==> src/rtl/operand_loader_pkg.sv <==
// ---------------------------------------------------------------------------
// operand_loader_pkg
// Shared definitions for the operand loader:
//   state_e    - FSM state encoding (ST_LOAD=0, ST_PRESENT=1)
//   IDX_A..D   - operand slot indices driven on load_idx
//   TXN_CNT_W  - width of the optional handshake counter
// ---------------------------------------------------------------------------
package operand_loader_pkg;

  typedef enum logic {
    ST_LOAD    = 1'b0,
    ST_PRESENT = 1'b1
  } state_e;

  localparam logic [1:0] IDX_A = 2'd0;
  localparam logic [1:0] IDX_B = 2'd1;
  localparam logic [1:0] IDX_C = 2'd2;
  localparam logic [1:0] IDX_D = 2'd3;

  localparam int unsigned TXN_CNT_W = 8;

endpackage

==> src/rtl/operand_loader.sv <==
// ---------------------------------------------------------------------------
// operand_loader
// Collects four serial W-bit beats into operand slots A..D, then presents the
// complete set to a downstream combinational stage until it is consumed.
//
// Ports:
//   clk        in   rising-edge clock
//   rst        in   asynchronous active-high reset
//   in_data    in   W   serial operand beat
//   in_valid   in   1   in_data valid
//   in_ready   out  1   beat accepted this cycle (high in LOAD)
//   clear      in   1   synchronous abort of a partial load / presented set
//   op_a..op_d out  W   assembled operand set
//   op_valid   out  1   operand set complete and stable (high in PRESENT)
//   op_ready   in   1   downstream consumes the operand set
//   load_idx   out  2   next slot to be written
//   txn_count  out  8   handshake counter (only with OPERAND_LOADER_TXN_CNT_EN)
//
// Configuration macro: OPERAND_LOADER_TXN_CNT_EN
// ---------------------------------------------------------------------------
module operand_loader
  import operand_loader_pkg::*;
#(
  parameter int unsigned W = 4
) (
  input  logic         clk,
  input  logic         rst,
  input  logic [W-1:0] in_data,
  input  logic         in_valid,
  output logic         in_ready,
  input  logic         clear,
  output logic [W-1:0] op_a,
  output logic [W-1:0] op_b,
  output logic [W-1:0] op_c,
  output logic [W-1:0] op_d,
  output logic         op_valid,
  input  logic         op_ready,
  output logic [1:0]   load_idx
`ifdef OPERAND_LOADER_TXN_CNT_EN
  ,
  output logic [TXN_CNT_W-1:0] txn_count
`endif
);

  state_e       state_q;
  logic [1:0]   load_idx_q;
  logic [W-1:0] ops_q [4];
  logic         op_valid_q;
  logic         in_ready_q;

  logic         accept_s;
  logic         handshake_s;

  // in_ready_q is high exactly in LOAD, so in_data is ignored elsewhere.
  assign accept_s    = in_valid & in_ready_q;
  assign handshake_s = op_valid_q & op_ready;

  // Load/present FSM with registered handshake outputs and operand storage.
  always_ff @(posedge clk or posedge rst) begin
    if (rst) begin
      state_q    <= ST_LOAD;
      load_idx_q <= IDX_A;
      op_valid_q <= 1'b0;
      in_ready_q <= 1'b1;
      for (int i = 0; i < 4; i++) begin
        ops_q[i] <= {W{1'b0}};
      end
    end else if (clear) begin
      // Abort wins over accept and handshake; operand contents are kept.
      state_q    <= ST_LOAD;
      load_idx_q <= IDX_A;
      op_valid_q <= 1'b0;
      in_ready_q <= 1'b1;
    end else begin
      case (state_q)
        ST_LOAD: begin
          if (accept_s) begin
            ops_q[load_idx_q] <= in_data;
            if (load_idx_q == IDX_D) begin
              state_q    <= ST_PRESENT;
              load_idx_q <= IDX_A;
              op_valid_q <= 1'b1;
              in_ready_q <= 1'b0;
            end else begin
              load_idx_q <= load_idx_q + 2'd1;
            end
          end else begin
            load_idx_q <= load_idx_q;
          end
        end
        ST_PRESENT: begin
          if (handshake_s) begin
            state_q    <= ST_LOAD;
            op_valid_q <= 1'b0;
            in_ready_q <= 1'b1;
          end else begin
            op_valid_q <= 1'b1;
          end
        end
        default: begin
          state_q    <= ST_LOAD;
          load_idx_q <= IDX_A;
          op_valid_q <= 1'b0;
          in_ready_q <= 1'b1;
        end
      endcase
    end
  end

  assign op_a     = ops_q[IDX_A];
  assign op_b     = ops_q[IDX_B];
  assign op_c     = ops_q[IDX_C];
  assign op_d     = ops_q[IDX_D];
  assign op_valid = op_valid_q;
  assign in_ready = in_ready_q;
  assign load_idx = load_idx_q;

`ifdef OPERAND_LOADER_TXN_CNT_EN
  logic [TXN_CNT_W-1:0] txn_count_q;

  // Counts completed handshakes; clear suppresses the handshake, so it never counts.
  always_ff @(posedge clk or posedge rst) begin
    if (rst) begin
      txn_count_q <= {TXN_CNT_W{1'b0}};
    end else if (handshake_s && !clear) begin
      txn_count_q <= txn_count_q + {{(TXN_CNT_W-1){1'b0}}, 1'b1};
    end else begin
      txn_count_q <= txn_count_q;
    end
  end

  assign txn_count = txn_count_q;
`endif

endmodule

==> config.mk <==
export PLATFORM = sky130hd
export DESIGN_NAME = operand_loader
export DESIGN_NICKNAME = d
export VERILOG_FILES = /design/src/rtl/operand_loader_pkg.sv /design/src/rtl/operand_loader.sv
export SDC_FILE = /design/constraint.sdc
export NUM_CORES = 1
export LEC_CHECK = 0
export CORE_AREA = 5 5 46 56
export CTS_CLUSTER_DIAMETER = 80
export DETAILED_ROUTE_END_ITERATION = 16
export DIE_AREA = 0 0 51 61
export PLACE_DENSITY = 0.79
export SYNTH_ARGS = -nofsm -noshare
export SYNTH_HDL_FRONTEND = slang
export SYNTH_SLANG_ARGS = --single-unit
==> constraint.sdc <==
create_clock -name clk -period 3.7 [get_ports clk]
set_input_delay 0.555 -clock clk [delete_from_list [all_inputs] [get_ports clk]]
set_output_delay 0.555 -clock clk [all_outputs]
set_load 0.02 [all_outputs]
==> results of run 1 <==
==> sequential cells by signal (all words and copies together), names as in the netlist <==
register and cells:
op_b 4, load_idx 2, op_d 4, in_ready 1, op_c 4, op_a 4, state_q 1, op_valid 1
==> synth_stat cells <==
cell type and number:
ha_1 4, nor3_1 1, dfstp_2 1, nand2_1 7
mux2_2 16, nand3b_1 3, and4bb_2 1, dfrtp_1 20
a21oi_1 1, nand2b_1 1, or3_1 1, mux2i_1 1
inv_1 3, and3_1 1, a311oi_1 1, o21ai_0 1
nor2_1 1
==> metrics by stage <==
| step | power, mW | hold slack (ps) | setup slack (ps) | cell area, sq um |
|---|---|---|---|---|
| CTS | 0.659 | 523 | 1650 | 1220 |
| detailed placement | 0.553 | 498 | 1570 | 1190 |
| finish | 0.649 | 516 | 1670 | 1220 |
| global placement | 0.548 | 490 | 1630 | 1190 |
| global route | 0.686 | 540 | 1610 | 1220 |
| floorplan | 0.425 | 527 | 2310 | 886 |
==> cell families after synthesis <==
logic type	Yosys count	share of synthesized area
buffers and inverters	3	0.0127
AOI/OAI and AO/OA	3	0.0212
DFF	21	0.595
adders and majority gates	4	0.0565
muxes	17	0.215
and+or+nand+nor	16	0.100
==> layout make-up <==
cell class | instances | area, sq um | area share
inverter | 3 | 11.3 | 0.00925
timing repair buffer | 28 | 280 | 0.230
sequential | 21 | 527 | 0.433
multi-input combinational | 40 | 348 | 0.286
tap | 20 | 25.0 | 0.0206
clock buffer | 4 | 26.3 | 0.0216
==> cells in the final DEF, fill, tap and decap left out, drive strengths merged <==
cell type      instances
and3                   1
inv                    3
mux2i                  1
dfrtp                 20
nand2b                 1
a21oi                  1
nand2                  7
and4bb                 1
mux2                  16
nand3b                 3
a311oi                 1
ha                     4
clkbuf                 4
o21ai                  1
clkdlybuf4s50         28
nor3                   1
dfstp                  1
nor2                   1
or3                    1
==> how the worst max path moves through the flow <==
stage	slack, ps	end
4_1_cts	1650	in_ready
3_3_place_gp	1630	op_d[2]$_DFFE_PP0P_
5_1_grt	1610	in_ready
2_1_floorplan	2310	op_d[0]$_DFFE_PP0P_
6_report	1670	in_ready
3_5_place_dp	1570	op_d[3]$_DFFE_PP0P_
==> metal layers <==
layer	wire, um	share of wire	track usage
met5	0	0	0
met1	754	0.43	0.140
met4	0	0	0.0615
met3	74	0.042	0.0393
met2	941	0.53	0.247
==> power groups by stage <==
stage               Sequential (mW)  Combinational, mW  Clock (mW)
finish                        0.305              0.239       0.105
global route                  0.313              0.253       0.120
global placement              0.310              0.238           0
CTS                           0.307              0.242       0.109
floorplan                     0.369             0.0561           0
detailed placement            0.311              0.242           0
==> impl_metrics.env, run 1 <==
export IMPL_numPlacedInstances=112
export IMPL_yosysTopAreaCellShare=0.565
export IMPL_worstPathCellList="clkdlybuf4s50_1"
export IMPL_crit_family="buffers and inverters"
export IMPL_worstPathRequired_ps=3140
export IMPL_fin_setup_tns_ps=0
export IMPL_synth_seq_cells=21
export IMPL_coreArea_sq_um=2000
export IMPL_hold_end="op_b[0]$_DFFE_PP0P_"
export IMPL_via_per_inst=5.29
export IMPL_htreeDepth=1
export IMPL_r2r_cells=3
export IMPL_area_growth_syn_to_layout_pct=37.4
export IMPL_finalCritPeriodShare=0.548
export IMPL_yosys_warnings=0
export IMPL_chipHeight_um=61
export IMPL_p_switching_mw=0.200
export IMPL_worst_path_max_fanout=5
export IMPL_worst_path_largest_cell_delay_ps=610
export IMPL_vias=614
export IMPL_rrSetupSlack_ps=2230
export IMPL_nets=110
export IMPL_rsz0062_at_grt="no"
export IMPL_path_clk_slew_ps=100
export IMPL_crit_type="reg -> out"
export IMPL_p_leak_nw=0.549
export IMPL_yosysTopAreaCell="dfrtp_1"
export IMPL_netlist_area_sq_um=886
export IMPL_synth_cells=64
export IMPL_status="completed"
export IMPL_sw_frac_of_total=0.307
export IMPL_final_util=0.607
export IMPL_io_buffers=28
export IMPL_postSynthNetCount=77
export IMPL_grt_pass1_wl_um=3040
export IMPL_drt_iter0_drc=3
export IMPL_synth_seq_area_share=0.595
export IMPL_layout_min_cycle_time_ps=2030
export IMPL_layout_drive_gt1_share=0.219
export IMPL_whs_path_depth=1
export IMPL_cts_sinks=21
export IMPL_die_area_sq_um=3110
export IMPL_post_cts_resized=0
export IMPL_cap_violations=0
export IMPL_cp_num_cells=1
export IMPL_finalNonFillerCells=116
export IMPL_power_frac_comb=0.368
export IMPL_grt_pass1_vias=707
export IMPL_gr_total_overflow=0
export IMPL_grtUsageTotal=0.134
export IMPL_crit_arrival_ps=1470
export IMPL_fillerInstances=164
export IMPL_maxSlewViolCount=0
export IMPL_fp_dieW_um=51
export IMPL_routed_wirelength_um=1770
export IMPL_start_util=0.442
export IMPL_r2r_end="op_d[0]$_DFFE_PP0P_"
export IMPL_grt_max_degree=22
export IMPL_ctsLongestPathBuffers=2
export IMPL_r2r_start="in_ready$_DFFE_PP1P_"
export IMPL_worst_clock_skew_ps=4.58
export IMPL_first_pass_iters=2
export IMPL_cts_tree="yes"
export IMPL_crit_buf_inv=1
export IMPL_slew_headroom=0.482
export IMPL_post_cts_buffers=0
export IMPL_cp_slowest_cell="clkdlybuf4s50_1"
export IMPL_final_hold_viol_count=0
export IMPL_clk_insertion_delay_late_ps=290
export IMPL_num_rows=18
export IMPL_min_from="op_b[0]$_DFFE_PP0P_"
export IMPL_n_antenna_cell=0
export IMPL_internal_power_mw=0.450
export IMPL_routabilityCongestion=0.753
export IMPL_cts_hold_fix_buffers=0
export IMPL_worstHoldPathType="reg -> reg"
export IMPL_syn_avg_cell_area_sq_um=13.8
export IMPL_antenna_found_initial=0
export IMPL_ys_top_cells_by_area="dfrtp_1, mux2_2, ha_1"
export IMPL_ant_nets=0
export IMPL_drc_errors=0
export IMPL_endpoint_kind="output pin"
export IMPL_crit_start="in_ready$_DFFE_PP1P_"
export IMPL_routedWlPerCell_um=15.3
export IMPL_seqPwrFrac=0.470
export IMPL_ir_drop_uv=312
export IMPL_worst_pin_slew_ps=776
export IMPL_setup_violations=0
export IMPL_cts_made_buffers=3
export IMPL_io_pins=29
export IMPL_max_freq_mhz=493
export IMPL_ys_types=17
export IMPL_clkPwrFrac=0.162
export IMPL_root_buffer="clkbuf_4"
export IMPL_p_per_area_nw_per_um2=533
export IMPL_cp_start_kind="register"
No activity file was read; power rests on OpenSTA's default activity.
==> run 2, diff against run 1 <==
--- a/config.mk
+++ b/config.mk
@@ -5,11 +5,11 @@
 export SDC_FILE = /design/constraint.sdc
 export NUM_CORES = 1
 export LEC_CHECK = 0
-export CORE_AREA = 5 5 46 56
+export CORE_AREA = 5 5 50 61
 export CTS_CLUSTER_DIAMETER = 80
 export DETAILED_ROUTE_END_ITERATION = 16
-export DIE_AREA = 0 0 51 61
-export PLACE_DENSITY = 0.79
+export DIE_AREA = 0 0 55 66
+export PLACE_DENSITY = 0.69
 export SYNTH_ARGS = -nofsm -noshare
 export SYNTH_HDL_FRONTEND = slang
 export SYNTH_SLANG_ARGS = --single-unit
==> constraint.sdc (replaced) <==
create_clock -name clk -period 1.7 [get_ports clk]
set_input_delay 0.255 -clock clk [delete_from_list [all_inputs] [get_ports clk]]
set_output_delay 0.255 -clock clk [all_outputs]
set_load 0.02 [all_outputs]
==> impl_metrics.env, run 2 (synthesized netlist as in run 1, its figures left out) <==
export IMPL_post_cts_buffers=0
export IMPL_routedWlPerCell_um=13.6
export IMPL_dpl_cell_area_sq_um=1230
export IMPL_worstPathRequired_ps=1440
export IMPL_setup_violations=0
export IMPL_slew_headroom=0.826
export IMPL_use_met3=0.0339
export IMPL_pre_cts_slack_ps=-19.4
export IMPL_grt_use_met1=0.149
export IMPL_layout_min_cycle_time_ps=1600
export IMPL_worst_path_max_fanout=5
export IMPL_dp_hpwl_um=1400
export IMPL_fp_dieW_um=55
export IMPL_grt_max_degree=16
export IMPL_grtUsageTotal=0.113
export IMPL_max_freq_mhz=625
export IMPL_rrSetupSlack_ps=240
export IMPL_finalNonFillerCells=132
export IMPL_maxSlewViolCount=0
export IMPL_vias=612
export IMPL_cp_slowest_cell="clkdlybuf4s50_1"
export IMPL_first_pass_iters=5
export IMPL_io_buffers=28
export IMPL_coreArea_sq_um=2430
export IMPL_total_power_mw=1.42
export IMPL_routabilityCongestion=0.724
export IMPL_layout_drive_gt1_share=0.242
export IMPL_routed_wirelength_um=1790
export IMPL_fin_setup_tns_ps=0
export IMPL_cap_violations=0
export IMPL_finalCritPeriodShare=0.942
export IMPL_rsz0062_at_grt="no"
export IMPL_grt_pass1_vias=663
export IMPL_cts_sinks=21
export IMPL_fin_ws_ps=99.2
export IMPL_root_buffer="clkbuf_4"
export IMPL_path_clk_slew_ps=110
export IMPL_area_growth_syn_to_layout_pct=41.9
export IMPL_final_area_sq_um=1260
export IMPL_clk_insertion_delay_late_ps=290
export IMPL_drt_iter0_drc=7
export IMPL_final_common_cell="clkdlybuf4s50_1"
export IMPL_htreeDepth=1
export IMPL_ant_nets=0
export IMPL_gr_total_overflow=0
export IMPL_nets=113
export IMPL_crit_arrival_ps=1350
export IMPL_grt_busiest_layer="met2"
export IMPL_start_util=0.365
export IMPL_ctsLongestPathBuffers=2
export IMPL_die_area_sq_um=3630
export IMPL_cts_made_buffers=3
export IMPL_worstHoldPathType="in -> async"
export IMPL_via_per_inst=4.64
export IMPL_worst_pin_slew_ps=261
export IMPL_crit_type="reg -> out"
export IMPL_grt_pass1_wl_um=3000
export IMPL_p_per_area_nw_per_um2=1130
export IMPL_worstPathCellList="clkdlybuf4s50_1"
export IMPL_numPlacedInstances=128
export IMPL_num_rows=20
export IMPL_endpoint_kind="output pin"
export IMPL_worst_clock_skew_ps=4.77
export IMPL_met2_usage=0.178
export IMPL_antenna_found_initial=0
export IMPL_cp_start_kind="register"
export IMPL_cts_tree="yes"
export IMPL_crit_buf_inv=1
export IMPL_layout_common_cells="clkdlybuf4s50_1, dfrtp_1, mux2_2"
export IMPL_chipHeight_um=66
export IMPL_io_pins=29
export IMPL_final_hold_viol_count=0
export IMPL_crit_family="buffers and inverters"
export IMPL_worst_path_largest_cell_delay_ps=630
export IMPL_status="completed"
export IMPL_p_leak_nw=0.576
export IMPL_cts_hold_fix_buffers=0
export IMPL_ir_drop_uv=656
export IMPL_drc_errors=0
export IMPL_n_antenna_cell=0
## run 2: cell types whose count changed in the layout (fill, tap and decap cells not counted)
cell,delta
dlygate4sd2_1,+1
dlymetal6s2s_1,+1
clkdlybuf4s50_1,-2
buf_4,+3
## run 2: layer usage
metal,routed length (um),vias to the layer above,share of wire
li1,-,293,-
met1,751,301,0.42
met4,0,0,0
met3,133,0,0.074
met5,0,-,0
met2,905,18,0.51
## run 2: worst paths after layout
path	startpoint	endpoint	depth (start not counted)
min in group clk	op_a[3]$_DFFE_PP0P_	op_a[3]$_DFFE_PP0P_	1
worst max-delay path	load_idx[1]$_DFFE_PP0P_	load_idx[1]	1
worst min register to register	op_a[3]$_DFFE_PP0P_	op_a[3]$_DFFE_PP0P_	1
worst max register to register	in_ready$_DFFE_PP1P_	op_d[3]$_DFFE_PP0P_	3
max in group asynchronous	rst	in_ready$_DFFE_PP1P_	3
worst min-delay path	rst	op_b[0]$_DFFE_PP0P_	2
## run 2: metrics by stage
stage / hold WS (ps) / utilization
floorplan: 231 / -
global placement: 492 / 0.507
detailed placement: 494 / 0.507
CTS: 179 / 0.517
global route: 208 / 0.518
finish: 181 / 0.518
## run 2: layout make-up
class | instances | area [sq um]
repair buffers | 31 | 304
fillers | 230 | 1170
inverters | 3 | 11.3
flip-flops and latches | 21 | 527
well taps | 33 | 41.3
clock buffers | 4 | 26.3
multi-input cells | 40 | 348
## run 2: report_power, final
part / internal, mW / switching, mW
Clock: 0.0911 / 0.132
Combinational: 0.285 / 0.242
Sequential: 0.606 / 0.0594
Total: 0.983 / 0.434
## run 2: timing repair
action	CTS	global route
endpoints found under the hold margin	0	0
gates resized for setup	1	1
setup endpoints to repair	1	1
